## src/rtl/bits_req_arbiter.sv

```systemverilog
// Round-robin arbiter sharing one bit-extractor between two requesters.
// One request outstanding at a time, with response routing and a response timeout.
module bits_req_arbiter #(
  parameter int TIMEOUT = 64,
  parameter int LENW    = 4,
  parameter int DATAW   = 15
) (
  input  logic             clock,
  input  logic             reset,
  input  logic             req0,
  input  logic             req1,
  input  logic [LENW-1:0]  len0,
  input  logic [LENW-1:0]  len1,
  output logic             ack0,
  output logic             ack1,
  output logic             rsp0_valid,
  output logic             rsp1_valid,
  output logic [LENW-1:0]  rsp0_len,
  output logic [LENW-1:0]  rsp1_len,
  output logic [DATAW-1:0] rsp0_data,
  output logic [DATAW-1:0] rsp1_data,
  output logic             ext_reqin,
  output logic [LENW-1:0]  ext_reqlen,
  input  logic             ext_pushout,
  input  logic [LENW-1:0]  ext_lenout,
  input  logic [DATAW-1:0] ext_dataout,
  output logic             busy,
  output logic             len_mismatch,
  output logic             timeout_err
);

  localparam logic [0:0] S_IDLE = 1'b0;
  localparam logic [0:0] S_WAIT = 1'b1;

  logic [0:0]       r_state;
  logic             r_last_grant;
  logic             r_grant;
  logic [LENW-1:0]  r_len;
  logic [7:0]       r_cnt;
  logic             r_ack0, r_ack1;
  logic             r_rsp0_valid, r_rsp1_valid;
  logic [LENW-1:0]  r_rsp0_len, r_rsp1_len;
  logic [DATAW-1:0] r_rsp0_data, r_rsp1_data;
  logic             r_ext_reqin;
  logic [LENW-1:0]  r_ext_reqlen;
  logic             r_busy;
  logic             r_len_mismatch;
  logic             r_timeout_err;

  logic             w_sample;
  logic             w_win;
  logic [LENW-1:0]  w_win_len;
  logic             w_timeout_hit;

  // Requests are not re-sampled in the cycle an ack is visible, so a held req is not double-granted.
  always_comb begin
    w_sample      = (r_state == S_IDLE) && !(r_ack0 || r_ack1) && (req0 || req1);
    w_timeout_hit = (r_cnt == 8'(TIMEOUT - 1));
    if (req0 && req1) begin
      w_win = ~r_last_grant;
    end else begin
      w_win = req1;
    end
    if (w_win) begin
      w_win_len = len1;
    end else begin
      w_win_len = len0;
    end
  end

  // Arbitration, issue, response routing and timeout; every output is a register.
  always_ff @(posedge clock) begin
    if (!reset) begin
      r_state        <= S_IDLE;
      r_last_grant   <= 1'b1;
      r_grant        <= 1'b0;
      r_len          <= {LENW{1'b0}};
      r_cnt          <= 8'd0;
      r_ack0         <= 1'b0;
      r_ack1         <= 1'b0;
      r_rsp0_valid   <= 1'b0;
      r_rsp1_valid   <= 1'b0;
      r_rsp0_len     <= {LENW{1'b0}};
      r_rsp1_len     <= {LENW{1'b0}};
      r_rsp0_data    <= {DATAW{1'b0}};
      r_rsp1_data    <= {DATAW{1'b0}};
      r_ext_reqin    <= 1'b0;
      r_ext_reqlen   <= {LENW{1'b0}};
      r_busy         <= 1'b0;
      r_len_mismatch <= 1'b0;
      r_timeout_err  <= 1'b0;
    end else begin
      r_ack0         <= 1'b0;
      r_ack1         <= 1'b0;
      r_rsp0_valid   <= 1'b0;
      r_rsp1_valid   <= 1'b0;
      r_ext_reqin    <= 1'b0;
      r_len_mismatch <= 1'b0;
      case (r_state)
        S_IDLE: begin
          if (w_sample) begin
            r_grant      <= w_win;
            r_last_grant <= w_win;
            r_len        <= w_win_len;
            r_ack0       <= ~w_win;
            r_ack1       <= w_win;
            if (w_win_len != {LENW{1'b0}}) begin
              r_ext_reqin  <= 1'b1;
              r_ext_reqlen <= w_win_len;
              r_cnt        <= 8'd0;
              r_busy       <= 1'b1;
              r_state      <= S_WAIT;
            end else if (w_win) begin
              r_rsp1_valid <= 1'b1;
              r_rsp1_len   <= {LENW{1'b0}};
              r_rsp1_data  <= {DATAW{1'b0}};
            end else begin
              r_rsp0_valid <= 1'b1;
              r_rsp0_len   <= {LENW{1'b0}};
              r_rsp0_data  <= {DATAW{1'b0}};
            end
          end else begin
            r_state <= S_IDLE;
          end
        end
        S_WAIT: begin
          if (ext_pushout || w_timeout_hit) begin
            // A timeout answers the waiting port with an empty response.
            if (r_grant) begin
              r_rsp1_valid <= 1'b1;
              r_rsp1_len   <= ext_pushout ? ext_lenout : {LENW{1'b0}};
              r_rsp1_data  <= ext_pushout ? ext_dataout : {DATAW{1'b0}};
            end else begin
              r_rsp0_valid <= 1'b1;
              r_rsp0_len   <= ext_pushout ? ext_lenout : {LENW{1'b0}};
              r_rsp0_data  <= ext_pushout ? ext_dataout : {DATAW{1'b0}};
            end
            if (ext_pushout) begin
              r_len_mismatch <= (ext_lenout != r_len);
            end else begin
              r_timeout_err <= 1'b1;
            end
            r_busy  <= 1'b0;
            r_state <= S_IDLE;
          end else begin
            r_cnt <= r_cnt + 8'd1;
          end
        end
        default: begin
          r_busy  <= 1'b0;
          r_state <= S_IDLE;
        end
      endcase
    end
  end

  assign ack0         = r_ack0;
  assign ack1         = r_ack1;
  assign rsp0_valid   = r_rsp0_valid;
  assign rsp1_valid   = r_rsp1_valid;
  assign rsp0_len     = r_rsp0_len;
  assign rsp1_len     = r_rsp1_len;
  assign rsp0_data    = r_rsp0_data;
  assign rsp1_data    = r_rsp1_data;
  assign ext_reqin    = r_ext_reqin;
  assign ext_reqlen   = r_ext_reqlen;
  assign busy         = r_busy;
  assign len_mismatch = r_len_mismatch;
  assign timeout_err  = r_timeout_err;

endmodule

```

## config.mk

```make
export PLATFORM = sky130hd
export DESIGN_NAME = bits_req_arbiter
export DESIGN_NICKNAME = d
export VERILOG_FILES = /design/src/rtl/bits_req_arbiter.sv
export SDC_FILE = /design/constraint.sdc
export NUM_CORES = 1
export LEC_CHECK = 0
export ABC_AREA = 1
export CORE_UTILIZATION = 40
export CTS_CLUSTER_DIAMETER = 100
export DETAILED_ROUTE_END_ITERATION = 6
export PLACE_DENSITY = 0.78
export SLEW_MARGIN = 30
export SYNTH_ARGS = -nofsm -noshare
export SYNTH_HDL_FRONTEND = slang
export SYNTH_SLANG_ARGS = --single-unit
export TNS_END_PERCENT = 100
```

## constraint.sdc

```tcl
create_clock -name clock -period 2.93 [get_ports clock]
set_input_delay 0.586 -clock clock [delete_from_list [all_inputs] [get_ports clock]]
set_output_delay 0.586 -clock clock [all_outputs]
set_load 0.01 [all_outputs]
```

==> out/results.ini, run 1 <==
[outcome]
status=complete, no violations

[critical_path]
crit_required_ps=3210
worstPathArrival_ps=2510
start_kind=flop
path_class=reg2reg
critPathCaptureType=flop
worstPathMaxFanout=39

[grt]
grtUsageMet3=0.05224
overflow=0
grtUsageMet2=0.3476
grt.met1_usage=0.2360
track_usage=0.2020
grt_max_degree=42
antenna_found_initial=0
grt_pass1_wl_mm=12.22
grt_busiest_layer=met2
grt_pass1_vias=2680

[yosys]
synth_warnings=0
synth_edf_count=0
synthArstFlopShare=0
netlist_top_cells_count=nand2_1, dfxtp_1, nor2_1, a21oi_1, nand3b_1
yosys.area.top_type_share=0.4324
ys_types=23
yosysMostFrequentCell=nand2_1
synth_cells=412
synth_top_area_cell=dfxtp_1
synth_area_mm2=0.003009
synth_seq_cells=65
seq_area_frac_synth=0.4324
synth_area_per_cell_um2=7.304
yosys-top-cells-area=dfxtp_1, a21oi_1, nand3b_1
synthFlopType=dfxtp_1
syn-num-nets=445

[cts]
h-tree-depth=3
root_buffer=clkbuf_8
tritoncts=yes
ctsResizeCount=0
clk_pin_slew_ps=70
clockBufferDepth=2
clkLatencyLatePin_ps=340
clock-sinks=65
ctsHoldBuffers=0
cts_buffers=9
post_cts_buffers=0

[power]
p_sw_uw=645.3
p_int_uw=1758
total_power_uw=2403
ir_drop_v=0.0003752
leakage_uw=0.001812
netSwitchingFraction=0.2685
power_frac_seq=0.416
power.density_mw_per_mm2=591.9
clkPwrFrac=0.384
pwr-share-comb=0.200

[final_layout]
diodes=0
final_nets=514
layout-drive-gt1-share=0.06790
area_growth_pct=34.93
utilization=0.5598

[drt]
route.detailed.drc=0
routedWlPerCell_um=12.90
vias=2873
routed_wl_mm=7.544
firstDrtPassIters=4
drt_iter0_drc=143
ant_nets=0
viasPerCell=4.911

[floorplanning]
die_h_um=88.74
rows=31
fp.coreArea_mm2=0.007253
io_pins=82
start_util=0.4149
design.die.area_mm2=0.007874
dieWidth_um=88.74

[sta]
maxSlewHeadroom=0.4899
worstMarginPinSlew_ps=764.2
rsz0062_at_grt=false
drv_slew=0
timing.final.crit_period_ps=2235
finalCritPeriodShare=0.7626
hold_viol=0
finalWorstSetupSlack_ps=695.5
max_freq_mhz=447.5
fin_tns_setup_ps=0
clock_skew_ps=9.146
setup_viol=0

[placement]
dp_slack_ps=452.8
port_buffers=81
hpwl_mm=5.150
place.gp.congestion=0.8214

[hold_path]
min_path_type=reg2reg

[job]
drv_cap=0

-- per-layer routing --
layer	share of wire	vias up
met2	0.49	85
li1	-	1476
met1	0.43	1301
met5	0	-
met3	0.063	11
met4	0.017	0
-- registers in the layout (all words and copies together) (netlist names), 4 cells and up --
name / flops
rsp0_data: 15
r_len: 4
ext_reqlen: 4
rsp0_len: 4
rsp1_data: 15
rsp1_len: 4
r_cnt: 8
-- cell usage in the layout, fill, tap and decap left out, types with 2 or more instances in the layout --
cell              n
o21ai_0           2
nor2_2            4
nand2_2           3
inv_1            32
nor2_1           64
nor3_1            3
dfxtp_1          65
nand3_2           3
nand3_1          22
bufinv_16         3
buf_4             4
clkdlybuf4s50_1  81
nand2_1          77
clkinvlp_4        2
xor2_1            5
nand3b_1         39
a21oi_1          59
clkbuf_8          9
-- cell families after synthesis --
kind of cell / count (synthesis) / synth area share
adder cells (fa/ha/maj): 1 / 0.004157
flip-flops: 65 / 0.4324
XOR/XNOR: 5 / 0.01455
buffers and inverters: 60 / 0.09314
AO/OA/AOI/OAI: 64 / 0.1106
AND/OR/NAND/NOR: 217 / 0.3451
-- worst max-delay path: stages, from the launching register on --
cell	delay [ps]
dfxtp_1	380
ha_1	200
nand3_1	110
nor2_2	140
nand3_1	130
nand2_2	120
nand3_2	590
nand3b_1	320
nand2_1	80
nor2_1	100
-- through the flow --
step / std cells / cell area [um2] / hold slack [ps]
2_1_floorplan: 412 / 3009 / 441.9
3_3_place_gp: 569 / 3817 / 453.8
3_5_place_dp: 569 / 3817 / 460.4
4_1_cts: 585 / 4060 / 471.8
5_1_grt: 585 / 4060 / 480.1
6_report: 585 / 4060 / 468.8
-- final cells by class --
type	count	area [um2]
sequential	65	1301
multi-input combinational	287	1428
inverter	33	123.9
clock inverter	7	118.9
timing repair buffer	85	840.8
fill	680	3193
tap	99	123.9
clock buffer	9	123.9
-- power groups by stage --
| stage | Combinational (uW) | Sequential [uW] | Clock, uW |
|---|---|---|---|
| floorplan | 257 | 1040 | 0 |
| global placement | 466 | 1020 | 0 |
| detailed placement | 479 | 1020 | 0 |
| CTS | 483 | 1000 | 935 |
| global route | 530 | 1010 | 979 |
| finish | 481 | 1000 | 922 |
-- final timing paths --
check / from / endpoint / slack [ps] / cells after the start
setup / recovery: r_cnt[0] / rsp1_len[0] / 700 / 9
hold / removal: ext_reqlen[3] / ext_reqlen[3] / 470 / 2
setup reg to reg: r_cnt[0] / rsp1_len[0] / 700 / 9
hold reg to reg: ext_reqlen[3] / ext_reqlen[3] / 470 / 2
No activity file was read; power rests on OpenSTA's default activity.
==> run 2: changes to the inputs <==
--- a/config.mk
+++ b/config.mk
@@ -9,7 +9,7 @@
 export CORE_UTILIZATION = 40
 export CTS_CLUSTER_DIAMETER = 100
 export DETAILED_ROUTE_END_ITERATION = 6
-export PLACE_DENSITY = 0.78
+export PLACE_DENSITY = 0.81
 export SLEW_MARGIN = 30
 export SYNTH_ARGS = -nofsm -noshare
 export SYNTH_HDL_FRONTEND = slang
==> constraint.sdc (replaced) <==
create_clock -name clock -period 1.89 [get_ports clock]
set_input_delay 0.378 -clock clock [delete_from_list [all_inputs] [get_ports clock]]
set_output_delay 0.378 -clock clock [all_outputs]
set_load 0.01 [all_outputs]
==> out/results.ini, run 2 (synthesis gave the netlist of run 1 again) <==
[outcome]
status=complete, no violations

[critical_path]
max_stage_delay_ps=420
crit_buf_inv=2
critPathTopFamily=simple AND/OR/NAND/NOR gates
worstRegToRegCells=9
r2r_start=r_cnt[0]
crit_required_ps=2140
start_kind=input pin
cpMaxStageDelayCell=clkdlybuf4s50_1
worstSetupStartpoint=req0
crit_end=rsp0_data[2]
regToRegEndpoint=rsp0_data[2]
cp_cell_sequence=clkdlybuf4s50_1, nand2_1, nand2_2, nand2_1, nand2_1, nor2_2, nand3_2, buf_12, a21oi_1, nor2_1
critPathCaptureType=flop
critical_path.most_common_cell=nand2_1
worstPathArrival_ps=2000
path_class=in2reg
crit_cells=10
worstPathMaxFanout=39
r2r_slack_ps=180

[floorplanning]
dieWidth_um=88.74
design.die.area_mm2=0.007874
io_pins=82
fp.coreArea_mm2=0.007253
die_h_um=88.74
rows=31
start_util=0.4149

[placement]
place.gp.congestion=0.7894
dp_slack_ps=-234.6
port_buffers=81
dp.cells=588
hpwl_mm=5.279

[final_layout]
nFillCells=663
layout-drive-gt1-share=0.1030
area_growth_pct=39.58
regArea_mm2=0.001303
diodes=0
final_nets=533
stdcell_count=604
mostFrequentLayoutCell=clkdlybuf4s50_1
layout_common_cells=clkdlybuf4s50_1, nand2_1, nor2_1, dfxtp_1, a21oi_1
multi_input_area_mm2=0.001430

[cts]
root_buffer=clkbuf_8
clk_pin_slew_ps=70
clkLatencyLatePin_ps=350
tritoncts=yes
clock-sinks=65
h-tree-depth=3
cts_buffers=9
clockBufferDepth=2

[sta]
rsz0062_at_grt=false
finalWorstSetupSlack_ps=138.0
clock_skew_ps=7.713
hold_viol=0
finalCritPeriodShare=0.9270
drv_slew=0
setup_viol=0
timing.final.crit_period_ps=1752
worstMarginPinSlew_ps=525.5
maxSlewHeadroom=0.6493
max_freq_mhz=570.8
fin_tns_setup_ps=0

[drt]
viasPerCell=4.921
ant_nets=0
routed_wl_mm=7.539
route.detailed.drc=0
firstDrtPassIters=5
vias=2972
drt_iter0_drc=126
routedWlPerCell_um=12.48

[grt]
overflow=0
antenna_found_initial=0
grt_pass1_vias=2743
grt_pass1_wl_mm=11.90
track_usage=0.2014
grt_max_degree=42

[power]
leakage_uw=0.001907
power.density_mw_per_mm2=821.2
ir_drop_v=0.0004995

[hold_path]
min_path_type=reg2reg

[job]
drv_cap=0

==> run 2: stage by stage <==
stage / utilization / total power, uW / instance area, um2 / hold slack, ps
global route: 0.5791 / 3622 / 4200 / 478.4
detailed placement: 0.5546 / 2422 / 4023 / 453.9
floorplan: - / 2007 / 3009 / 441.9
global placement: 0.5546 / 2400 / 4023 / 441.9
CTS: 0.5786 / 3475 / 4197 / 463.6
finish: 0.5791 / 3449 / 4200 / 457.7
==> run 2: worst min-delay path: stages, from the launching register on <==
cell	delay, ps
dfxtp_1	310
inv_1	50
a21oi_1	50
==> run 2: what timing repair did <==
action,CTS,global route
hold buffers,0,0
setup buffers,0,0
setup endpoints to repair,0,1
gates resized for setup,0,2
==> run 2: final cells by class <==
type | count | share of cell area
clock buffer | 13 | 0.03783
clock inverter | 3 | 0.003575
inverter | 33 | 0.02949
multi-input combinational | 287 | 0.3405
sequential | 65 | 0.3101
tap | 99 | 0.02949
timing repair buffer | 104 | 0.2490
==> run 2: per-layer routing <==
metal,up-vias,track usage,share of wire
met4,0,0.1041,0.021
met3,12,0.04944,0.059
met5,-,0,0
li1,1503,-,-
met1,1359,0.2402,0.44
met2,98,0.3364,0.48
==> run 2: where the power goes <==
group          internal (uW)  total [uW]  switching [uW]  leakage (uW)
logic                    444         841             397       0.00128
registers               1490        1550            66.9      0.000530
clock network            541        1050             514     0.0000932
total                   2470        3450             978       0.00191
==> run 2: how the worst min path moves through the flow <==
stage	end	slack [ps]	from	cells after the start
6_report	timeout_err	460	timeout_err	2
5_1_grt	ext_reqlen[1]	480	ext_reqlen[1]	2
4_1_cts	timeout_err	460	timeout_err	2
3_5_place_dp	timeout_err	450	timeout_err	2
3_3_place_gp	timeout_err	440	timeout_err	2
2_1_floorplan	r_last_grant	440	r_last_grant	2
==> run 3: changes to the inputs <==
--- a/config.mk
+++ b/config.mk
@@ -8,6 +8,7 @@
 export ABC_AREA = 1
 export CORE_UTILIZATION = 40
 export CTS_CLUSTER_DIAMETER = 100
+export CTS_CLUSTER_SIZE = 24
 export DETAILED_ROUTE_END_ITERATION = 6
 export PLACE_DENSITY = 0.81
 export SLEW_MARGIN = 30
==> results of run 3 <==
Final layout, timing and power as in run 2 (identical DEF).
